==> config.mk <==
export PLATFORM = sky130hd
export DESIGN_NAME = norflash_cmd_arbiter_flat
export DESIGN_NICKNAME = d
export VERILOG_FILES = /design/src/rtl/norflash_cmd_arbiter_if.sv /design/src/rtl/norflash_cmd_arbiter.sv /design/src/flat_wrapper.sv
export SDC_FILE = /design/constraint.sdc
export NUM_CORES = 1
export LEC_CHECK = 0
export CAP_MARGIN = 5
export CORE_ASPECT_RATIO = 0.9
export CORE_MARGIN = 1.5
export CORE_UTILIZATION = 50
export DETAILED_ROUTE_END_ITERATION = 10
export GPL_ROUTABILITY_DRIVEN = 0
export PLACE_DENSITY_LB_ADDON = 0.3
export SETUP_SLACK_MARGIN = 0.3
export SLEW_MARGIN = 20
export SYNTH_ARGS = -nofsm -noshare
export SYNTH_HDL_FRONTEND = slang
export SYNTH_SLANG_ARGS = --single-unit
export TNS_END_PERCENT = 10
==> constraint.sdc <==
create_clock -name sys_clk -period 6.2 [get_ports sys_clk]
set_clock_uncertainty 0.15 [all_clocks]
set_input_delay 0.62 -clock sys_clk [delete_from_list [all_inputs] [get_ports sys_clk]]
set_output_delay 0.62 -clock sys_clk [all_outputs]
set_load 0.03 [all_outputs]
==> src/rtl/norflash_cmd_arbiter_if.sv <==
// Command-side bundle of the NOR flash arbiter: two requester ports plus the
// flash controller strobe/command/completion signals.
interface norflash_cmd_arbiter_if #(
  parameter int unsigned ASIZE = 22,
  parameter int unsigned DSIZE = 8
);
  logic             req0_i;
  logic             req1_i;
  logic [2:0]       cmd0_i;
  logic [2:0]       cmd1_i;
  logic [ASIZE-1:0] addr0_i;
  logic [ASIZE-1:0] addr1_i;
  logic [DSIZE-1:0] wdata0_i;
  logic [DSIZE-1:0] wdata1_i;
  logic             gnt0_o;
  logic             gnt1_o;
  logic             done0_o;
  logic             done1_o;
  logic             err_o;
  logic [DSIZE-1:0] rdata_o;
  logic             busy_o;
  logic             flash_req_o;
  logic [2:0]       sys_cmd_o;
  logic [ASIZE-1:0] sys_rd_addr_o;
  logic [ASIZE-1:0] sys_wr_addr_o;
  logic [DSIZE-1:0] sys_wr_data_o;
  logic             flash_done_i;
  logic [DSIZE-1:0] flash_rdata_i;

  modport slave (
    input  req0_i, req1_i, cmd0_i, cmd1_i, addr0_i, addr1_i, wdata0_i, wdata1_i,
    input  flash_done_i, flash_rdata_i,
    output gnt0_o, gnt1_o, done0_o, done1_o, err_o, rdata_o, busy_o,
    output flash_req_o, sys_cmd_o, sys_rd_addr_o, sys_wr_addr_o, sys_wr_data_o
  );

  modport master (
    output req0_i, req1_i, cmd0_i, cmd1_i, addr0_i, addr1_i, wdata0_i, wdata1_i,
    output flash_done_i, flash_rdata_i,
    input  gnt0_o, gnt1_o, done0_o, done1_o, err_o, rdata_o, busy_o,
    input  flash_req_o, sys_cmd_o, sys_rd_addr_o, sys_wr_addr_o, sys_wr_data_o
  );
endinterface

==> src/rtl/norflash_cmd_arbiter.sv <==
// Round-robin two-port arbiter and single-operation sequencer in front of the
// SPI NOR flash controller command interface.
module norflash_cmd_arbiter #(
  parameter int unsigned     ASIZE  = 22,
  parameter int unsigned     DSIZE  = 8,
  parameter int unsigned     TO_W   = 24,
  parameter logic [TO_W-1:0] TO_CYC = 24'd12_000_000
) (
  input logic                   sys_clk,
  input logic                   sys_rst,
  norflash_cmd_arbiter_if.slave bus
);

  localparam logic [2:0]      CmdRead  = 3'b000;
  localparam logic [2:0]      CmdWrite = 3'b001;
  localparam logic [2:0]      CmdErase = 3'b010;
  localparam logic [TO_W-1:0] CntOne   = TO_W'(1);
  localparam logic [TO_W-1:0] CntLast  = TO_CYC - CntOne;

  typedef enum logic [1:0] {StIdle, StIssue, StWait, StResp} state_e;

  state_e           r_state;
  logic             r_last;
  logic             r_owner;
  logic [TO_W-1:0]  r_cnt;
  logic             r_gnt0;
  logic             r_gnt1;
  logic             r_done0;
  logic             r_done1;
  logic             r_err;
  logic [DSIZE-1:0] r_rdata;
  logic             r_flash_req;
  logic [2:0]       r_sys_cmd;
  logic [ASIZE-1:0] r_rd_addr;
  logic [ASIZE-1:0] r_wr_addr;
  logic [DSIZE-1:0] r_wr_data;

  logic             w_any;
  logic             w_pick1;
  logic [2:0]       w_cmd;
  logic [ASIZE-1:0] w_addr;
  logic [DSIZE-1:0] w_wdata;
  logic             w_valid;
  logic [ASIZE-1:0] w_erase_addr;

  // On a tie the port that did not win last time is served.
  assign w_any        = bus.req0_i | bus.req1_i;
  assign w_pick1      = bus.req1_i & (~bus.req0_i | ~r_last);
  assign w_cmd        = w_pick1 ? bus.cmd1_i   : bus.cmd0_i;
  assign w_addr       = w_pick1 ? bus.addr1_i  : bus.addr0_i;
  assign w_wdata      = w_pick1 ? bus.wdata1_i : bus.wdata0_i;
  assign w_valid      = (w_cmd == CmdRead) | (w_cmd == CmdWrite) | (w_cmd == CmdErase);
  assign w_erase_addr = {w_addr[ASIZE-1:13], 13'd0};

  always_ff @(posedge sys_clk or posedge sys_rst) begin
    if (sys_rst) begin
      r_state     <= StIdle;
      r_last      <= 1'b1;
      r_owner     <= 1'b0;
      r_cnt       <= '0;
      r_gnt0      <= 1'b0;
      r_gnt1      <= 1'b0;
      r_done0     <= 1'b0;
      r_done1     <= 1'b0;
      r_err       <= 1'b0;
      r_rdata     <= '0;
      r_flash_req <= 1'b0;
      r_sys_cmd   <= '0;
      r_rd_addr   <= '0;
      r_wr_addr   <= '0;
      r_wr_data   <= '0;
    end else begin
      case (r_state)
        StIdle: begin
          if (w_any) begin
            r_owner <= w_pick1;
            r_last  <= w_pick1;
            r_gnt0  <= ~w_pick1;
            r_gnt1  <= w_pick1;
            if (w_valid) begin
              // sys_* are loaded here so they are already valid with the strobe.
              r_state     <= StIssue;
              r_flash_req <= 1'b1;
              r_sys_cmd   <= w_cmd;
              if (w_cmd == CmdRead) begin
                r_rd_addr <= w_addr;
              end else if (w_cmd == CmdWrite) begin
                r_wr_addr <= w_addr;
                r_wr_data <= w_wdata;
              end else begin
                r_wr_addr <= w_erase_addr;
              end
            end else begin
              r_state <= StResp;
            end
          end
        end

        StIssue: begin
          r_gnt0      <= 1'b0;
          r_gnt1      <= 1'b0;
          r_flash_req <= 1'b0;
          r_cnt       <= '0;
          r_state     <= StWait;
        end

        StWait: begin
          if (bus.flash_done_i) begin
            r_state <= StResp;
            r_done0 <= ~r_owner;
            r_done1 <= r_owner;
            r_err   <= 1'b0;
            r_rdata <= (r_sys_cmd == CmdRead) ? bus.flash_rdata_i : '0;
          end else if (r_cnt == CntLast) begin
            r_state <= StResp;
            r_done0 <= ~r_owner;
            r_done1 <= r_owner;
            r_err   <= 1'b1;
            r_rdata <= '0;
          end else begin
            r_cnt <= r_cnt + CntOne;
          end
        end

        StResp: begin
          if (r_done0 | r_done1) begin
            r_done0 <= 1'b0;
            r_done1 <= 1'b0;
            r_err   <= 1'b0;
            r_rdata <= '0;
            r_state <= StIdle;
          end else begin
            // Invalid-command path: grant cycle first, error completion next.
            r_gnt0  <= 1'b0;
            r_gnt1  <= 1'b0;
            r_done0 <= ~r_owner;
            r_done1 <= r_owner;
            r_err   <= 1'b1;
            r_rdata <= '0;
          end
        end

        default: r_state <= StIdle;
      endcase
    end
  end

  assign bus.gnt0_o        = r_gnt0;
  assign bus.gnt1_o        = r_gnt1;
  assign bus.done0_o       = r_done0;
  assign bus.done1_o       = r_done1;
  assign bus.err_o         = r_err;
  assign bus.rdata_o       = r_rdata;
  assign bus.busy_o        = (r_state != StIdle);
  assign bus.flash_req_o   = r_flash_req;
  assign bus.sys_cmd_o     = r_sys_cmd;
  assign bus.sys_rd_addr_o = r_rd_addr;
  assign bus.sys_wr_addr_o = r_wr_addr;
  assign bus.sys_wr_data_o = r_wr_data;

endmodule

==> src/flat_wrapper.sv <==
// flat-port wrapper written by rule: the top's interface ports become plain ports
module norflash_cmd_arbiter_flat 
#(
  parameter int unsigned     ASIZE  = 22,
  parameter int unsigned     DSIZE  = 8,
  parameter int unsigned     TO_W   = 24,
  parameter logic [TO_W-1:0] TO_CYC = 24'd12_000_000
)
  (sys_clk, sys_rst, bus_req0_i, bus_req1_i, bus_cmd0_i, bus_cmd1_i, bus_addr0_i, bus_addr1_i, bus_wdata0_i, bus_wdata1_i, bus_flash_done_i, bus_flash_rdata_i, bus_gnt0_o, bus_gnt1_o, bus_done0_o, bus_done1_o, bus_err_o, bus_rdata_o, bus_busy_o, bus_flash_req_o, bus_sys_cmd_o, bus_sys_rd_addr_o, bus_sys_wr_addr_o, bus_sys_wr_data_o);
  norflash_cmd_arbiter_if #(.ASIZE(ASIZE), .DSIZE(DSIZE)) bus_i ();
  input logic sys_clk;
  input logic sys_rst;
  input wire logic [$bits(bus_i.req0_i)-1:0] bus_req0_i;
  input wire logic [$bits(bus_i.req1_i)-1:0] bus_req1_i;
  input wire logic [$bits(bus_i.cmd0_i)-1:0] bus_cmd0_i;
  input wire logic [$bits(bus_i.cmd1_i)-1:0] bus_cmd1_i;
  input wire logic [$bits(bus_i.addr0_i)-1:0] bus_addr0_i;
  input wire logic [$bits(bus_i.addr1_i)-1:0] bus_addr1_i;
  input wire logic [$bits(bus_i.wdata0_i)-1:0] bus_wdata0_i;
  input wire logic [$bits(bus_i.wdata1_i)-1:0] bus_wdata1_i;
  input wire logic [$bits(bus_i.flash_done_i)-1:0] bus_flash_done_i;
  input wire logic [$bits(bus_i.flash_rdata_i)-1:0] bus_flash_rdata_i;
  output wire logic [$bits(bus_i.gnt0_o)-1:0] bus_gnt0_o;
  output wire logic [$bits(bus_i.gnt1_o)-1:0] bus_gnt1_o;
  output wire logic [$bits(bus_i.done0_o)-1:0] bus_done0_o;
  output wire logic [$bits(bus_i.done1_o)-1:0] bus_done1_o;
  output wire logic [$bits(bus_i.err_o)-1:0] bus_err_o;
  output wire logic [$bits(bus_i.rdata_o)-1:0] bus_rdata_o;
  output wire logic [$bits(bus_i.busy_o)-1:0] bus_busy_o;
  output wire logic [$bits(bus_i.flash_req_o)-1:0] bus_flash_req_o;
  output wire logic [$bits(bus_i.sys_cmd_o)-1:0] bus_sys_cmd_o;
  output wire logic [$bits(bus_i.sys_rd_addr_o)-1:0] bus_sys_rd_addr_o;
  output wire logic [$bits(bus_i.sys_wr_addr_o)-1:0] bus_sys_wr_addr_o;
  output wire logic [$bits(bus_i.sys_wr_data_o)-1:0] bus_sys_wr_data_o;
  assign bus_i.req0_i = bus_req0_i;
  assign bus_i.req1_i = bus_req1_i;
  assign bus_i.cmd0_i = bus_cmd0_i;
  assign bus_i.cmd1_i = bus_cmd1_i;
  assign bus_i.addr0_i = bus_addr0_i;
  assign bus_i.addr1_i = bus_addr1_i;
  assign bus_i.wdata0_i = bus_wdata0_i;
  assign bus_i.wdata1_i = bus_wdata1_i;
  assign bus_i.flash_done_i = bus_flash_done_i;
  assign bus_i.flash_rdata_i = bus_flash_rdata_i;
  assign bus_gnt0_o = bus_i.gnt0_o;
  assign bus_gnt1_o = bus_i.gnt1_o;
  assign bus_done0_o = bus_i.done0_o;
  assign bus_done1_o = bus_i.done1_o;
  assign bus_err_o = bus_i.err_o;
  assign bus_rdata_o = bus_i.rdata_o;
  assign bus_busy_o = bus_i.busy_o;
  assign bus_flash_req_o = bus_i.flash_req_o;
  assign bus_sys_cmd_o = bus_i.sys_cmd_o;
  assign bus_sys_rd_addr_o = bus_i.sys_rd_addr_o;
  assign bus_sys_wr_addr_o = bus_i.sys_wr_addr_o;
  assign bus_sys_wr_data_o = bus_i.sys_wr_data_o;
  norflash_cmd_arbiter #(.ASIZE(ASIZE), .DSIZE(DSIZE), .TO_W(TO_W), .TO_CYC(TO_CYC)) u_core (.sys_clk(sys_clk), .sys_rst(sys_rst), .bus(bus_i));
endmodule
=== Word level (Yosys, flattened, before mapping) ===
Cells that the tools add are included.

* Flip-flop bits (word level): 97
* Output and inout port bits: 70

* $add $sub $neg: 1
* Equal/unequal tests: 13
* Muxes and demuxes: 37
* Bitwise logic cells: 11
* Reductions and logical operators: 18

{| class="wikitable"
|+ Operators with widths
! operator !! count
|-
| $mux 24 || 2
|-
| $pmux 24 s2 || 1
|-
| $mux 8 || 4
|-
| $add 24x1->24 const B || 1
|-
| $eq 24x24->1 const B || 1
|-
| $mux 22 || 1
|-
| $pmux 8 s2 || 1
|-
| $reduce_and 3->1 || 5
|-
| $mux 1 || 14
|-
| $mux 13 || 1
|-
| $mux 2 || 5
|-
| $pmux 1 s2 || 4
|-
| $pmux 2 s4 || 1
|-
| $reduce_and 4->1 || 2
|-
| $reduce_bool 2->1 || 4
|-
| $logic_not 3->1 || 2
|-
| $ne 2x1->1 const B || 3
|-
| $ne 2x2->1 const B || 3
|-
| $pmux 1 s3 || 2
|-
| $not 1->1 || 5
|-
| $or 1x1->1 || 5
|-
| $reduce_and 5->1 || 1
|-
| $eq 2x2->1 const B || 2
|-
| $reduce_and 2->1 || 2
|-
| other kinds (8) || 8
|}

=== Depth between registers and ports, before layout ===
Gate-level depths: netlist (run 1).

* Word-level depth: 10
* Depth in mapped cells: 9

=== Least setup slack after synthesis (run 1) ===
No wires, ideal clock.

* Path kind: input port to flip-flop
* Start point: input port bus_req1_i
* End point: register u_core.r_wr_addr[0], in the netlist u_core.bus.sys_wr_addr_o[0]
* Library setup time: 95 ps
* Arrival time: 1981 ps
* Data required time: 5955 ps
* Setup slack: 3973 ps
* Stages: 7
* Path buffers: 2
* Cells stage by stage: a21boi_4 > mux2i_2 > a211o_1 > buf_2 > clkbuf_1 > nand2_1 > o31ai_1

* Longest elaborated chain between the ends: 6
* Elaborated cells between the ends (all ways): 12
* Those cells by class: eq/ne (2); mux (3); bitwise (5); reduce/logical (2)

{| class="wikitable"
|+ RTL lines
! item !! RTL line !! RTL
|-
| start, declared || flat_wrapper.sv:14 || <nowiki>input wire logic [$bits(bus_i.req1_i)-1:0] bus_req1_i;</nowiki>
|-
| $and 1x1->1 || norflash_cmd_arbiter.sv:48 || <nowiki>assign w_pick1 = bus.req1_i & (~bus.req0_i | ~r_last);</nowiki>
|-
| $mux 3 || norflash_cmd_arbiter.sv:49 || <nowiki>assign w_cmd = w_pick1 ? bus.cmd1_i : bus.cmd0_i;</nowiki>
|-
| $eq 3x1->1 / $logic_not 3->1 (equally long branches) || norflash_cmd_arbiter.sv:52, norflash_cmd_arbiter.sv:87, norflash_cmd_arbiter.sv:85 ||
|-
| $or 1x1->1 (2 in series) || norflash_cmd_arbiter.sv:52 || <nowiki>assign w_valid = (w_cmd == CmdRead) | (w_cmd == CmdWrite) | (w_cmd == CmdErase);</nowiki>
|-
| $reduce_and 4->1 (no line) || n/a ||
|-
| end signal, assigned || norflash_cmd_arbiter.sv:88 || <nowiki>r_wr_addr <= w_addr;</nowiki>
|-
| end signal, assigned || norflash_cmd_arbiter.sv:91 || <nowiki>r_wr_addr <= w_erase_addr;</nowiki>
|-
| end, declared || norflash_cmd_arbiter.sv:35 || <nowiki>logic [ASIZE-1:0] r_wr_addr;</nowiki>
|}

Parallel ways exist; a longest one is shown, timed or not.
A chain may end at the register's enable or synchronous reset.

=== Worst setup path in the final report (run 1) ===
* Start point: input port bus_req1_i
* End point: register u_core.r_rd_addr[11], in the netlist u_core.bus.sys_rd_addr_o[11]

* Longest elaborated chain between the ends: 6
* Elaborated cells between the ends (all ways): 10
* Those cells by class: eq/ne (2); mux (2); bitwise (4); reduce/logical (2)

{| class="wikitable"
|+ RTL lines
! item !! RTL line !! RTL
|-
| $and 1x1->1 || norflash_cmd_arbiter.sv:48 ||
|-
| $mux 3 || norflash_cmd_arbiter.sv:49 ||
|-
| $eq 3x1->1 / $logic_not 3->1 (equally long branches) || norflash_cmd_arbiter.sv:52, norflash_cmd_arbiter.sv:85 ||
|-
| $or 1x1->1 (2 in series) || norflash_cmd_arbiter.sv:52 ||
|-
| $reduce_and 4->1 (no line) || n/a ||
|-
| end signal, assigned || norflash_cmd_arbiter.sv:86 || <nowiki>r_rd_addr <= w_addr;</nowiki>
|-
| end, declared || norflash_cmd_arbiter.sv:34 || <nowiki>logic [ASIZE-1:0] r_rd_addr;</nowiki>
|}

Parallel ways exist; a longest one is shown, timed or not.

==> impl_metrics.toml, run 1 <==
[run_status]
outcome = "finished, final reports clean"

[synthesis]
ys_ff_latch = 97
synth_warnings = 0
post-synth-top-count-cell = "dfrtp_1"
avgSynthCellArea_um2 = 9.53
synth_edf_count = 0
synth_commonest_cells = "96 x dfrtp_1, 82 x nand2_1, 50 x nor2_1, 37 x a31oi_1"
ys_seq_area_share_pct = 51.2
yosys-top-cells-area = "dfrtp_1 51%, nand2_1 6.5%, a31oi_1 4.9%"
synth.distinct_cells = 51
synthArstFlopShare_pct = 100
synth_top_cell_by_area = "dfrtp_1"
ys.flop_type = "dfrtp_1"
synth.top_cell.area_share_pct = 50.6
syn_area_um2 = 4750
syn_nets = 582
syn_inst = 498

[global_route]
gr-max-usage-layer = "met2"
grt_usage_pct = 25.8
grt_pass1_wl_um = 20500
overflow = 0
met1_usage_pct = 33.5
antenna_found_initial = 0
grt_pass1_vias = 4132
grtUsageMet2_pct = 43.0
grt_max_degree = 81
grtUsageMet3_pct = 5.60

[sta]
tns_ns = 0
max_freq_ghz = 0.255
timing.final.crit_share_pct = 63.4
worst_pin_slew_ns = 1.05
hold_viol = 0
slew_violations = 0
whs_ns = 0.336
slew_headroom_pct = 30.1
setup_violations = 0
fin_crit_ns = 3.93
grt_setup_unrepaired = "false"

[final_layout]
area_growth_pct = 36.0
final_core_util_pct = 70.4
n_antenna_cell = 0
finalNetCount = 714
layout-drive-gt1-share_pct = 5.35

[critical_path]
critPathTopFamily = "buffers and inverters"
crit_fanout = 49
r2r-start = "u_core.r_last"
cp_common_cell = "buf_4"
critPathMaxStageDelay_ns = 0.83
critPathLaunch = "bus_req1_i"
cpMaxStageDelayCell = "mux2i_2"
arrival_ns = 4.06
crit_buf_inv = 3
crit_path_end_kind = "flip-flop"
critPathRequiredTime_ns = 6.33
crit_chain = "clkdlybuf4s50_1 -> a21boi_4 -> buf_4 -> mux2i_2 -> nor3b_4 -> buf_4 -> nor2_1 -> a31oi_1"
critPathLaunchType = "primary input"
criticalPathCategory = "in2reg"

[drt]
firstDrtPassIters = 5
ant_nets = 0
drcViolationCount = 0
wire_per_inst_um = 16.2
via_count = 4300
drt-initial-drc-count = 289
vias_per_cell = 5.68
routed_wl_um = 12300

[place]
port_buffers = 148
place_hpwl_um = 8930

[floorplanning]
start_util_pct = 51.8
die_h_um = 95.4
die_w_um = 106
die_area_um2 = 10100
core-area_um2 = 9170
rows = 33
ios = 149

[power]
leakage_nw = 2.75
vdd_drop_max_mv = 0.262
powerDensity_nw_per_um2 = 430

[clocking]
cts_hold_buf = 0
h-tree-depth = 3
numCtsBuffers = 9
clk_pin_slew_ns = 0.10
root_buffer = "clkbuf_8"
cts_tree = "yes"
clk_latency_ns = 0.36
clockBufferDepth = 2
clock_sinks = 97
post_cts_buffers = 0
cts-resized-gates = 0

[hold_path]
min_path_type = "reg2reg"
hp-start = "u_core.bus.sys_wr_addr_o[16]"

[run]
drv_cap = 0
## worst min-delay path: stages, from the launching register on
cell,delay (ns)
dfrtp_1,0.35
nand2_1,0.05
o21ai_0,0.06
## routing by layer
| layer | wire length [um] | vias to the layer above |
|---|---|---|
| li1 | - | 2065 |
| met1 | 5290 | 2057 |
| met2 | 5930 | 148 |
| met3 | 732 | 30 |
| met4 | 342 | 0 |
| met5 | 0 | - |
## placed cells by master (no fill, tap or decap), drive strengths merged, types with 11 or more instances in the layout
cell type / n
a21oi: 20
a31oi: 37
and3: 17
clkdlybuf4s50: 148
dfrtp: 96
inv: 11
mux2i: 14
nand2: 82
nand3: 16
nand4: 11
nor2: 50
o21ai: 18
o31ai: 20
## layout make-up
class                   instances  area [um^2]
clock buffers                  10          128
inverters                       8         32.5
repair buffers                151         1500
multi-input cells             363         2160
well taps                     122          153
flip-flops and latches         97         2430
fillers                       724         2710
clock inverters                 6         50.0
## through the flow
step           setup slack (ns)  instance area, um^2  power, mW  cells
6_report                   2.27                 6450       2.78    757
3_3_place_gp               2.06                 6270       2.36    741
2_1_floorplan              2.90                 4750       1.83    498
5_1_grt                    1.98                 6450       2.95    757
3_5_place_dp               1.83                 6270       2.41    741
4_1_cts                    2.19                 6450       2.79    757
## report_power, final
part	internal [mW]	switching, mW
registers	0.846	0.143
logic	0.571	0.835
clock network	0.152	0.231
## logic make-up (layout without fill, tap and decap cells)
| logic type | after synthesis | count (layout) | synth area share (%) |
|---|---|---|---|
| flops | 97 | 97 | 51.2 |
| fa+ha+maj | 5 | 5 | 1.32 |
| compound gates | 129 | 129 | 18.5 |
| mux | 15 | 15 | 3.27 |
| buf+inv | 38 | 175 | 3.53 |
| simple gates | 205 | 205 | 20.5 |
| xor+xnor | 9 | 9 | 1.66 |
## flip-flops by register name, indices dropped and copies added, names as in the netlist, 2 cells and up
signal	flops
u_core.r_cnt	24
u_core.bus.sys_rd_addr_o	22
u_core.bus.sys_wr_addr_o	22
u_core.bus.rdata_o	8
u_core.bus.sys_wr_data_o	8
u_core.bus.sys_cmd_o	3
u_core.r_state	2
## path summary, 6_finish.rpt
check | end | slack (ns) | cells past startpoint
min in group asynchronous | u_core.bus.sys_wr_data_o[3] | 0.37 | 2
max in group asynchronous | u_core.r_cnt[6] | 4.27 | 3
worst min-delay path | u_core.bus.sys_wr_addr_o[16] | 0.34 | 2
worst min register to register | u_core.bus.sys_wr_addr_o[16] | 0.34 | 2
worst max-delay path | u_core.bus.sys_rd_addr_o[11] | 2.27 | 8
worst max register to register | u_core.bus.sys_rd_addr_o[11] | 2.83 | 7
(Power assumes the default switching activity.)
==> inputs of run 2 (changes only) <==
--- a/config.mk
+++ b/config.mk
@@ -8,7 +8,7 @@
 export CAP_MARGIN = 5
 export CORE_ASPECT_RATIO = 0.9
 export CORE_MARGIN = 1.5
-export CORE_UTILIZATION = 50
+export CORE_UTILIZATION = 42
 export DETAILED_ROUTE_END_ITERATION = 10
 export GPL_ROUTABILITY_DRIVEN = 0
 export PLACE_DENSITY_LB_ADDON = 0.3
==> constraint.sdc (replaced) <==
create_clock -name sys_clk -period 3.3 [get_ports sys_clk]
set_clock_uncertainty 0.15 [all_clocks]
set_input_delay 0.33 -clock sys_clk [delete_from_list [all_inputs] [get_ports sys_clk]]
set_output_delay 0.33 -clock sys_clk [all_outputs]
set_load 0.03 [all_outputs]
==> run 2 against run 1 <==
Net effect:
- sequential power up 88%
- core utilization decreased by 9.0 points
- sequential share of layout area down 1.4 points
- via count up 1.1%
- flip-flop and latch count unchanged
- hold slack got worse by 0.11 ns
- combinational power grew 90%
- critical endpoint is now bus_busy_o
==> impl_metrics.toml, run 2 (synthesis results as in run 1) <==
[global_route]
grt_max_degree = 46
overflow = 0
grt_pass1_wl_um = 20900
antenna_found_initial = 0
grt_usage_pct = 22.2
grt_pass1_vias = 4268

[floorplanning]
ios = 149
die_area_um2 = 11900
die_h_um = 104
die_w_um = 115
start_util_pct = 43.5
core-area_um2 = 10900
rows = 36

[final_layout]
largest_register_ffs = 24
mostFrequentLayoutCells = "148 x clkdlybuf4s50_1, 96 x dfrtp_1, 82 x nand2_1, 50 x nor2_1, 37 x a31oi_1"
n_antenna_cell = 0
instances_no_fill = 798
final_common_cell = "clkdlybuf4s50_1"
area_growth_pct = 41.2
final_core_util_pct = 61.5
layout-drive-gt1-share_pct = 6.50
regMostFlops = "u_core.r_cnt"
finalNetCount = 725

[clocking]
numCtsBuffers = 9
cts_tree = "yes"
clk_pin_slew_ns = 0.07
clk_latency_ns = 0.34
cts-resized-gates = 0
clockBufferDepth = 2
root_buffer = "clkbuf_16"
h-tree-depth = 3
post_cts_buffers = 0
clock_sinks = 97
cts_hold_buf = 0

[power]
comb_power_share_pct = 47.9
seqPwrFrac_pct = 33.2
switching_share_pct = 41.1
pwr-share-clk_pct = 18.9
vdd_drop_max_mv = 0.409
intPower_mw = 3.30
finalPower_mw = 5.60
leakage_nw = 2.86
switchingPower_mw = 2.30
powerDensity_nw_per_um2 = 836

[drt]
routed_wl_um = 12900
wire_per_inst_um = 16.1
drt-initial-drc-count = 323
vias_per_cell = 5.45
via_count = 4346
drcViolationCount = 0
firstDrtPassIters = 4
ant_nets = 0

[place]
port_buffers = 148
place_hpwl_um = 9500
dp.cells = 782

[sta]
setup_violations = 0
timing.final.crit_share_pct = 76.7
grt_setup_unrepaired = "false"
fin_crit_ns = 2.53
hold_viol = 0
max_freq_ghz = 0.395
slew_violations = 0
slew_headroom_pct = 46.8
tns_ns = 0
worst_pin_slew_ns = 0.796

[critical_path]
r2r-start = "u_core.r_cnt[0]"
arrival_ns = 2.05
critPathLaunchType = "flip-flop"
critPathMaxStageDelay_ns = 0.63
cp_common_cell = "inv_1"
crit_path_end_kind = "output port"
criticalPathCategory = "reg2out"
crit_chain = "inv_1 -> ha_1 -> inv_1 -> clkdlybuf4s50_1"
worst_r2r_endpoint = "u_core.bus.rdata_o[0]"
r2r_cells = 6
worst-r2r-setup-slack_ns = 0.81
crit_fanout = 12
cpMaxStageDelayCell = "clkdlybuf4s50_1"
critPathRequiredTime_ns = 2.82

[run]
drv_cap = 0

[run_status]
outcome = "finished, final reports clean"

[hold_path]
min_path_type = "in2async"
run 2: stage by stage:
step / instance area, um^2 / hold WS [ns] / setup WS, ns
finish: 6700 / 0.230 / 0.768
global route: 6700 / 0.252 / 0.589
global placement: 6400 / 0.313 / 0.647
detailed placement: 6400 / 0.320 / 0.511
floorplan: 4750 / 0.250 / 1.13
CTS: 6700 / 0.228 / 0.751
run 2: power by group through the flow:
stage	clock (mW)	sequential (mW)	combinational [mW]
finish	1.06	1.86	2.68
global route	1.14	1.91	2.87
CTS	1.09	1.86	2.70
detailed placement	0	1.88	2.69
global placement	0	1.86	2.62
floorplan	0	2.55	0.889
run 2: how the worst max path moves through the flow:
stage	from	to	slack (ns)	depth (start not counted)
after floorplan	u_core.r_state[0]	u_core.r_cnt[23]	1.13	8
after global placement	bus_req1_i	u_core.bus.sys_rd_addr_o[1]	0.65	7
after detailed placement	bus_req1_i	u_core.bus.sys_rd_addr_o[3]	0.51	7
after CTS	u_core.r_state[1]	bus_busy_o	0.75	4
after global routing	u_core.r_cnt[0]	u_core.bus.rdata_o[6]	0.59	6
final	u_core.r_state[1]	bus_busy_o	0.77	4
run 2: final cells by class:
class,count,area [um^2]
clock inverters,5,56.3
repair buffers,162,1600
clock buffers,11,243
well taps,152,190
flip-flops and latches,97,2430
multi-input cells,363,2150
fillers,984,4200
inverters,8,33.8
run 2: per-layer routing:
metal  part of all wire [%]  global-route usage, %  up-vias
met3                    6.2                   6.26       22
met2                     49                   37.3      149
met5                      0                      0        -
li1                       -                      -     2096
met1                     42                   27.2     2079
met4                    2.2                   7.58        0
run 2: worst max-delay path: cells and delay by family (launching register included):
family / cells / cell delay (ns)
flip-flops: 1 / 0.40
buffers and inverters: 3 / 0.90
adder cells (fa/ha/maj): 1 / 0.41
==> inputs of run 3 (changes only) <==
==> constraint.sdc (replaced) <==
create_clock -name sys_clk -period 2.25 [get_ports sys_clk]
set_clock_uncertainty 0.15 [all_clocks]
set_input_delay 0.225 -clock sys_clk [delete_from_list [all_inputs] [get_ports sys_clk]]
set_output_delay 0.225 -clock sys_clk [all_outputs]
set_load 0.03 [all_outputs]
==> run 3 against run 2 <==
Net effect:
- cell count rose by 4.6%
- flip-flop and latch count did not move
- highest routed layer unchanged
- die area stayed put
- power grew 56%
- largest cell class unchanged
- critical endpoint is now u_core.r_cnt[14]
- register-to-register slack worse by 0.58 ns
- largest power group unchanged
==> impl_metrics.toml, run 3 (synthesis results as in run 1) <==
[drt]
ant_nets = 0
firstDrtPassIters = 6
via_count = 4635
drcViolationCount = 0
vias_per_cell = 5.55
routed_wl_um = 14200
wire_per_inst_um = 17.0
drt-initial-drc-count = 386

[power]
vdd_drop_max_mv = 0.738
leakage_nw = 3.12
seqPwrFrac_pct = 31.5
powerDensity_nw_per_um2 = 1190
switching_share_pct = 40.4
switchingPower_mw = 3.52
pwr-share-clk_pct = 18.9
intPower_mw = 5.20
comb_power_share_pct = 49.6

[run]
drv_cap = 0

[global_route]
grt_usage_pct = 24.2
overflow = 0
antenna_found_initial = 0
grt_pass1_vias = 4555
grt_max_degree = 98
grt_pass1_wl_um = 22500

[sta]
worst_pin_slew_ns = 0.525
slew_violations = 0
fin_crit_ns = 2.02
timing.final.crit_share_pct = 89.7
hold_viol = 0
grt_setup_unrepaired = "true"
max_freq_ghz = 0.495
slew_headroom_pct = 65.0
setup_violations = 0

[final_layout]
final_common_cell = "clkdlybuf4s50_1"
largest_register_ffs = 24
mostFrequentLayoutCells = "146 x clkdlybuf4s50_1, 93 x dfrtp_1, 82 x nand2_1, 48 x nor2_1, 37 x a31oi_1"
regMostFlops = "u_core.r_cnt"
final_core_util_pct = 67.3
design_area_um2 = 7330
area_growth_pct = 54.5
finalNetCount = 762
n_antenna_cell = 0
layout-drive-gt1-share_pct = 14.9

[critical_path]
critPathRequiredTime_ns = 2.31
critPathMaxStageDelay_ns = 0.41
criticalPathCategory = "reg2reg"
critPathTopFamily = "compound AO/OA/AOI/OAI gates"
crit_chain = "inv_2 -> ha_4 -> nand2b_1 -> nor3_2 -> nand2_1 -> o311ai_2 -> o41ai_1"
crit_path_end_kind = "flip-flop"
arrival_ns = 2.08
crit_fanout = 4
crit_buf_inv = 1
cpMaxStageDelayCell = "dfrtp_1"
critPathLaunchType = "flip-flop"

[floorplanning]
die_w_um = 115
die_h_um = 104
die_area_um2 = 11900
rows = 36
ios = 149
core-area_um2 = 10900
start_util_pct = 43.5

[clocking]
clk_pin_slew_ns = 0.07
clockBufferDepth = 2
cts_tree = "yes"
clk_latency_ns = 0.35
cts_hold_buf = 0
clock_sinks = 97
numCtsBuffers = 9
root_buffer = "clkbuf_16"
h-tree-depth = 3

[place]
place_hpwl_um = 9500
place_area_um2 = 6600
port_buffers = 148

[run_status]
outcome = "finished, final reports clean"

[hold_path]
min_path_type = "in2reg"
run 3: final cells by class:
class                   instances  area [um^2]
flip-flops and latches         97         2430
multi-input cells             363         2310
well taps                     152          190
repair buffers                199         2040
inverters                       8         33.8
clock inverters                 3         46.3
clock buffers                  13          280
fillers                       846         3570
run 3: worst reg2reg max path: cells and delay by family (launching register included):
| kind | cells | cell delay, ns |
|---|---|---|
| AO/OA/AOI/OAI | 2 | 0.53 |
| adder cells (fa/ha/maj) | 1 | 0.17 |
| buffers and inverters | 1 | 0.12 |
| flip-flops | 1 | 0.41 |
| AND/OR/NAND/NOR | 3 | 0.50 |
run 3: timing repair:
| action | 4_1_cts | 5_1_grt |
|---|---|---|
| endpoints found under the setup margin | 81 | 85 |
| setup buffers | 8 | 6 |
| cloned | 2 | 3 |
| pin swaps | 5 | 10 |
| resized for setup | 27 | 20 |
run 3: worst paths after layout:
kind,start,to,slack (ns),cells past startpoint
max,u_core.r_state[0],u_core.r_cnt[14],0.23,7
max in group asynchronous,sys_rst,u_core.r_cnt[13],1.30,3
min,bus_req1_i,u_core.r_last,0.18,4
max reg2reg,u_core.r_state[0],u_core.r_cnt[14],0.23,7
min reg2reg,u_core.bus.sys_wr_addr_o[20],u_core.bus.sys_wr_addr_o[20],0.33,2
min in group asynchronous,sys_rst,u_core.r_owner,0.21,3
run 3: layer usage:
metal / vias up / wire length (um) / global-route usage (%)
met3: 40 / 775 / 4.92
met2: 175 / 6930 / 39.7
met4: 0 / 510 / 12.3
li1: 2173 / - / -
met1: 2247 / 5980 / 30.0
met5: - / 0 / 0
run 3: power by group through the flow:
stage	Sequential (mW)	Clock, mW	Combinational, mW
6_report	2.75	1.65	4.32
5_1_grt	2.81	1.75	4.61
2_1_floorplan	3.73	0	1.30
3_3_place_gp	2.73	0	3.93
3_5_place_dp	2.76	0	4.02
4_1_cts	2.73	1.68	4.19
run 3: metrics by stage:
stage	setup TNS, ns	cells	power [mW]	hold slack (ns)	worst slack [ns]
after floorplan	0	498	5.04	0.145	0.0817
after global placement	-0.761	800	6.67	0.313	-0.0362
after detailed placement	-3.71	800	6.78	0.320	-0.129
after CTS	0	826	8.60	0.254	0.252
after global routing	0	835	9.18	0.229	0.163
final	0	835	8.72	0.183	0.231
